<file path="src/rtl/fetch_unit.sv">
// -----------------------------------------------------------------------------
// fetch_unit
//   Program counter plus two-byte instruction register for the sequencing
//   controller. Captures opcode/operand bytes from ROM, presents the opcode
//   nibble to the controller and muxes the shared address bus between the PC
//   and the operand address.
//
// Parameters
//   ADDR_W   address width, 12 = {opcode-byte[3:0], operand-byte[7:0]}
//   RST_PC   PC value loaded on reset
//
// Ports
//   clk       in   system clock, rising edge
//   rst       in   asynchronous reset, active-high
//   PC_en     in   increment PC
//   pc_in     in   load PC with jump target (wins over PC_en)
//   fetch     in   01: capture opcode byte, 10: capture operand byte
//   rom_read  in   ROM data valid this cycle
//   ad_sel    in   0: addr = PC, 1: addr = operand address
//   rom_data  in   ROM read data
//   ins       out  registered opcode nibble (ir_hi[7:4])
//   addr      out  address bus to ROM/RAM
//   ir_word   out  {ir_hi, ir_lo}
//   pc        out  current PC
//   pc_ovf    out  sticky PC overflow flag (only when PC_OVF_EN is defined)
//
// Build option
//   PC_OVF_EN  when defined, an increment from the all-ones PC holds the PC
//              and sets pc_ovf; otherwise the PC wraps silently.
// -----------------------------------------------------------------------------
module fetch_unit #(
    parameter int                ADDR_W = 12,
    parameter logic [ADDR_W-1:0] RST_PC = '0
) (
    input  logic              clk,
    input  logic              rst,
    input  logic              PC_en,
    input  logic              pc_in,
    input  logic [1:0]        fetch,
    input  logic              rom_read,
    input  logic              ad_sel,
    input  logic [7:0]        rom_data,
    output logic [3:0]        ins,
    output logic [ADDR_W-1:0] addr,
    output logic [15:0]       ir_word,
    output logic [ADDR_W-1:0] pc
`ifdef PC_OVF_EN
    ,
    output logic              pc_ovf
`endif
);

    logic [7:0]        ir_hi;
    logic [7:0]        ir_lo;
    logic [ADDR_W-1:0] pc_q;
    logic [ADDR_W-1:0] pc_next;
    logic [ADDR_W-1:0] oa;
    logic [ADDR_W-1:0] jt;
    logic              capture_op;
    logic              capture_opnd;

    // An opcode fetch with ad_sel=1 is really a data read, and a jump load
    // consumes rom_data as the target byte, so neither may disturb ir_hi.
    assign capture_op   = (fetch == 2'b01) && rom_read && !ad_sel && !pc_in;
    assign capture_opnd = (fetch == 2'b10) && rom_read;

    assign oa = {ir_hi[3:0], ir_lo};
    assign jt = {ir_hi[3:0], rom_data};

`ifdef PC_OVF_EN
    logic pc_at_max;
    logic ovf_q;

    assign pc_at_max = &pc_q;

    always_comb begin
        pc_next = pc_q;
        if (pc_in) begin
            pc_next = jt;
        end else if (PC_en && !pc_at_max) begin
            pc_next = pc_q + ADDR_W'(1);
        end
    end

    always_ff @(posedge clk or posedge rst) begin
        if (rst) begin
            ovf_q <= 1'b0;
        end else if (PC_en && !pc_in && pc_at_max) begin
            ovf_q <= 1'b1;
        end
    end

    assign pc_ovf = ovf_q;
`else
    always_comb begin
        pc_next = pc_q;
        if (pc_in) begin
            pc_next = jt;
        end else if (PC_en) begin
            pc_next = pc_q + ADDR_W'(1);
        end
    end
`endif

    always_ff @(posedge clk or posedge rst) begin
        if (rst) begin
            pc_q  <= RST_PC;
            ir_hi <= 8'h00;
            ir_lo <= 8'h00;
        end else begin
            pc_q <= pc_next;
            if (capture_op) begin
                ir_hi <= rom_data;
            end
            if (capture_opnd) begin
                ir_lo <= rom_data;
            end
        end
    end

    assign ins     = ir_hi[7:4];
    assign addr    = ad_sel ? oa : pc_q;
    assign ir_word = {ir_hi, ir_lo};
    assign pc      = pc_q;

endmodule

</file>
<file path="config.mk">
export PLATFORM = sky130hd
export DESIGN_NAME = fetch_unit
export DESIGN_NICKNAME = d
export VERILOG_FILES = /design/src/rtl/fetch_unit.sv
export SDC_FILE = /design/constraint.sdc
export NUM_CORES = 1
export LEC_CHECK = 0
export ABC_AREA = 1
export CAP_MARGIN = 20
export CORE_UTILIZATION = 43
export CTS_BUF_LIST = sky130_fd_sc_hd__clkbuf_8 sky130_fd_sc_hd__clkbuf_16
export CTS_CLUSTER_SIZE = 28
export DETAILED_ROUTE_END_ITERATION = 6
export PLACE_DENSITY = 0.79
export SYNTH_ARGS = -nofsm -noshare
export SYNTH_HDL_FRONTEND = slang
export SYNTH_SLANG_ARGS = --single-unit
</file>
<file path="constraint.sdc">
create_clock -name clk -period 1.6 [get_ports clk]
set_input_delay 0.48 -clock clk [delete_from_list [all_inputs] [get_ports clk]]
set_output_delay 0.48 -clock clk [all_outputs]
set_load 0.1 [all_outputs]
</file>
==> Yosys cells after proc, flatten, opt, wreduce, memory -nomap -nowiden <==
Cells that the tools add are included.
W data, S select, Z words.
{ "totals": {"reg_bits": 28, "input_bits": 16, "out_inout_bits": 44} }
{ "classes": {"n_addsub": 1, "n_eq_ne": 2, "n_mux": 3, "n_reduce_logical": 7} }
{ "op_table": {"columns": ["cell", "count"], "rows": [
  ["$mux W12", 3],
  ["$add A12 B1 Y12 const B", 1],
  ["$logic_and A1 B1 Y1", 4],
  ["$eq A2 B1 Y1 const B", 1],
  ["$eq A2 B2 Y1 const B", 1],
  ["$logic_not A1 Y1", 2],
  ["$reduce_bool A2 Y1", 1]
]} }

==> Logic depth before layout (Yosys ltp) <==
Gate-level depths: netlist (run 1).
{ "logic_depth": {"word_depth": 4, "mapped_depth": 7, "ltp_nobuf": 7} }

==> Worst setup path after synthesis (run 1) <==
No wires, ideal clock.
{ "synth_timing": {"path_type": "reg-to-output", "from": "reg pc_q[0] (netlist: pc[0])", "to": "out addr[0]", "t_arrival_ps": 3305, "t_required_ps": 1120, "slack_ps": -2185, "path_stages_with_launch": 3, "path_cell_list": "dfrtp_1 inv_1 o21ai_0"} }
{ "synth_via": {"elab_chain_len": 1} }
{ "synth_rtl": {"columns": ["item", "line_no", "rtl"], "rows": [
  ["start: declaration", "55", "logic [ADDR_W-1:0] pc_q;"],
  ["start signal: assignment", "111", "pc_q <= pc_next;"],
  ["$mux W12", "122", "assign addr = ad_sel ? oa : pc_q;"],
  ["end: declaration", "44", "output logic [ADDR_W-1:0] addr,"]
]} }
Every way passes these cells.

==> Final worst setup path (run 1) <==
{ "layout_timing": {"from": "reg pc_q[2] (netlist: pc[2])", "to": "out addr[2]"} }
Same word-level chain as after synthesis.

==> impl_metrics.toml, run 1 <==
[run_status]
status = "complete, but fails checks"
violations = "negative setup slack"

[final_layout]
layout_common_cells = "buf_12, nand2_1, dfrtp_2"
drive_gt1_frac = 0.5438
mostFrequentLayoutCell = "buf_12"
multiInputGateArea_sq_um = 850.8
antenna_cells = 0
nets = 292
area_growth_pct = 110.1
fillers = 72
register_area_sq_um = 765.7
final_area_sq_mm = 0.003247

[floorplan]
die_h_um = 61.95
initial_core_util = 0.4559
die_area_sq_mm = 0.003837
io_pins = 60
die_w_um = 61.95
rows = 21
core_sq_mm = 0.003390

[power_and_ir_drop]
pwr-share-clk = 0.103
power_density_mw_per_mm2 = 1429
power.share.switching = 0.5360
internal-power_uw = 2153
vdd_drop_max_mv = 0.8463
switchingPower_uw = 2486
leakage_uw = 0.001451
p_comb_frac = 0.656
share_seq_of_total_power = 0.241

[setup_path]
crit_required_ns = 1.12
crit_start = "pc[2]"
endpoint = "addr[2]"
critPathMaxStageDelay_ns = 0.50
crit_family = "flip-flops"
timing.rr.start = "pc[1]"
path_cells = "mux2_4, buf_12"
critical_path_class = "reg2out"
path_buf_inv = 1
startpoint_type = "flop"
cp_num_cells = 2
r2r_cells = 6
crit_path_end_kind = "primary output"
r2r_slack_ns = -0.01
arrival_ns = 1.25
slowest_stage = "dfrtp_4"
reg2reg_to = "pc[4]"
worstPathMaxFanout = 2

[sta]
report.final.setup_viol = 18
fmax_ghz = 0.5783
slew-limit-headroom = 0.7526
setup_ws_ns = -0.1291
report.final.slew_viol_count = 0
layout_min_cycle_time_ns = 1.729
clock-skew-final_ns = 0.01206
hold-worst-slack_ns = 0.5450
period_share = 1.081
hold_viol = 0
rsz0062_at_grt = "true"
worstMarginPinSlew_ns = 0.3705

[logic_synthesis]
synthesis.area_sq_mm = 0.001545
syn_avg_cell_area_sq_um = 8.048
synth_cell_types = 25
synth_seq_cells = 28
synth_nets = 209
syn_inst = 192
yosysSeqAreaShare = 0.4534
yosys_warnings = 0

[place]
dpl_worst_slack_ns = -0.5582
numPortBuffers = 59
hpwl_um = 3749
gp_congestion = 0.8597
place_area_sq_mm = 0.002899

[global_routing]
grt_pass1_vias = 1789
grt_pass1_wl_um = 9584
grt_usage = 0.3642
grt_antenna_before_repair = 1
overflow = 0
grt_max_degree = 29

[clock_network]
cts.clk_slew.worst_paths_ns = 0.11
clockBufferDepth = 2
cts_root_buf = "clkbuf_8"
cts_tree = "built"
cts_made_buffers = 3
cts.sinks = 28
clk_latency_ns = 0.29
h-tree-depth = 1

[detailed_routing]
drc_errors = 0
via_per_inst = 6.372
vias = 2039
drtPass1Iterations = 5
wire_per_inst_um = 25.42
drt_iter0_markers = 205
wl_um = 8135
ant_nets = 0

[min_path]
worstHoldPathType = "in2async"

[job]
cap_violations = 0
## power by group through the flow
stage / sequential (uW) / clock, uW / combinational [uW]
floorplan: 1890 / 0 / 938
global placement: 1100 / 0 / 2750
detailed placement: 1110 / 0 / 2780
CTS: 1090 / 442 / 2860
global route: 1130 / 485 / 3110
finish: 1120 / 478 / 3040
## per-stage QoR
step	util	TNS [ns]	power, uW	instances
floorplan	-	-1.276	2830	192
global placement	0.8553	-11.17	3851	298
detailed placement	0.8553	-11.87	3896	298
CTS	0.9192	-0.9272	4389	311
global route	0.9579	-1.500	4718	320
finish	0.9579	-1.244	4639	320
## area by class of cell
class,count,area share
clock buffer,4,0.01696
inverter,23,0.03353
multi-input combinational,131,0.2620
sequential,28,0.2358
tap,46,0.01773
timing repair buffer,88,0.4339
## worst reg2reg max path: cells and delay by family (launching register included)
family	cells	cell delay, ns
DFF	1	0.49
AOI/OAI and AO/OA	1	0.24
adders and majority gates	1	0.23
and+or+nand+nor	2	0.21
buffers and inverters	1	0.18
xor gates and xnor gates	1	0.15
## cell families after synthesis
logic type	share of synthesized area
and+or+nand+nor	0.2292
AOI/OAI and AO/OA	0.1781
buffers and inverters	0.09797
DFF	0.4534
muxes	0.02186
xor gates and xnor gates	0.01134
adders and majority gates	0.008096
## state kept, by name, summed over array words and instances, names as in the netlist
name   flops
pc        12
ir_hi      8
ir_lo      8
## how the worst min path moves through the flow
stage,start,end,slack [ns],cells after the start
2_1_floorplan,rst,pc[0],0.54,1
4_1_cts,ir_lo[5],ir_lo[5],0.56,2
3_3_place_gp,ir_lo[5],ir_lo[5],0.52,2
3_5_place_dp,ir_lo[5],ir_lo[5],0.54,2
6_report,rst,ir_lo[6],0.54,3
5_1_grt,rst,ir_lo[5],0.60,3
## cells in the mapped netlist, drive strengths merged
cell type   n  area share
nand3b      1      0.0049
xor2        2       0.011
mux2        3       0.022
ha          1      0.0081
inv        23       0.056
a22oi       9       0.044
nor3        2      0.0097
clkbuf      1      0.0024
a21oi       1      0.0032
nand4       2      0.0081
nand2      53        0.13
o21ai      33        0.13
buf         9       0.040
nand3      15       0.052
dfrtp      28        0.45
o31ai       1      0.0049
nor2        8       0.024
## routing by layer
layer  vias up  track usage  part of all wire
li1        795            -                 -
met1       950       0.4550              0.35
met2       236       0.5942              0.47
met3        58      0.09317              0.12
met4         0       0.1619             0.064
met5         -            0                 0
## timing repair
action | in CTS | in global routing
gates cloned | 2 | 0
pin swaps | 4 | 3
gates resized for setup | 18 | 19
setup endpoints to repair | 24 | 31
setup buffers | 7 | 9
hold buffers | 0 | 0
Note: power is estimated with default switching activity, not from simulation.
==> run 2, diff against run 1 <==
--- a/config.mk
+++ b/config.mk
@@ -9,9 +9,10 @@
 export CAP_MARGIN = 20
 export CORE_UTILIZATION = 43
 export CTS_BUF_LIST = sky130_fd_sc_hd__clkbuf_8 sky130_fd_sc_hd__clkbuf_16
-export CTS_CLUSTER_SIZE = 28
+export CTS_CLUSTER_SIZE = 20
 export DETAILED_ROUTE_END_ITERATION = 6
 export PLACE_DENSITY = 0.79
+export SLEW_MARGIN = 20
 export SYNTH_ARGS = -nofsm -noshare
 export SYNTH_HDL_FRONTEND = slang
 export SYNTH_SLANG_ARGS = --single-unit
==> results of run 2 <==
No change in the layout: final DEF, timing and power equal those of run 1.
==> run 3, diff against run 2 <==
--- a/config.mk
+++ b/config.mk
@@ -12,7 +12,7 @@
 export CTS_CLUSTER_SIZE = 20
 export DETAILED_ROUTE_END_ITERATION = 6
 export PLACE_DENSITY = 0.79
-export SLEW_MARGIN = 20
+export SLEW_MARGIN = 0
 export SYNTH_ARGS = -nofsm -noshare
 export SYNTH_HDL_FRONTEND = slang
 export SYNTH_SLANG_ARGS = --single-unit
==> results of run 3 <==
No change in the layout: final DEF, timing and power equal those of run 1.
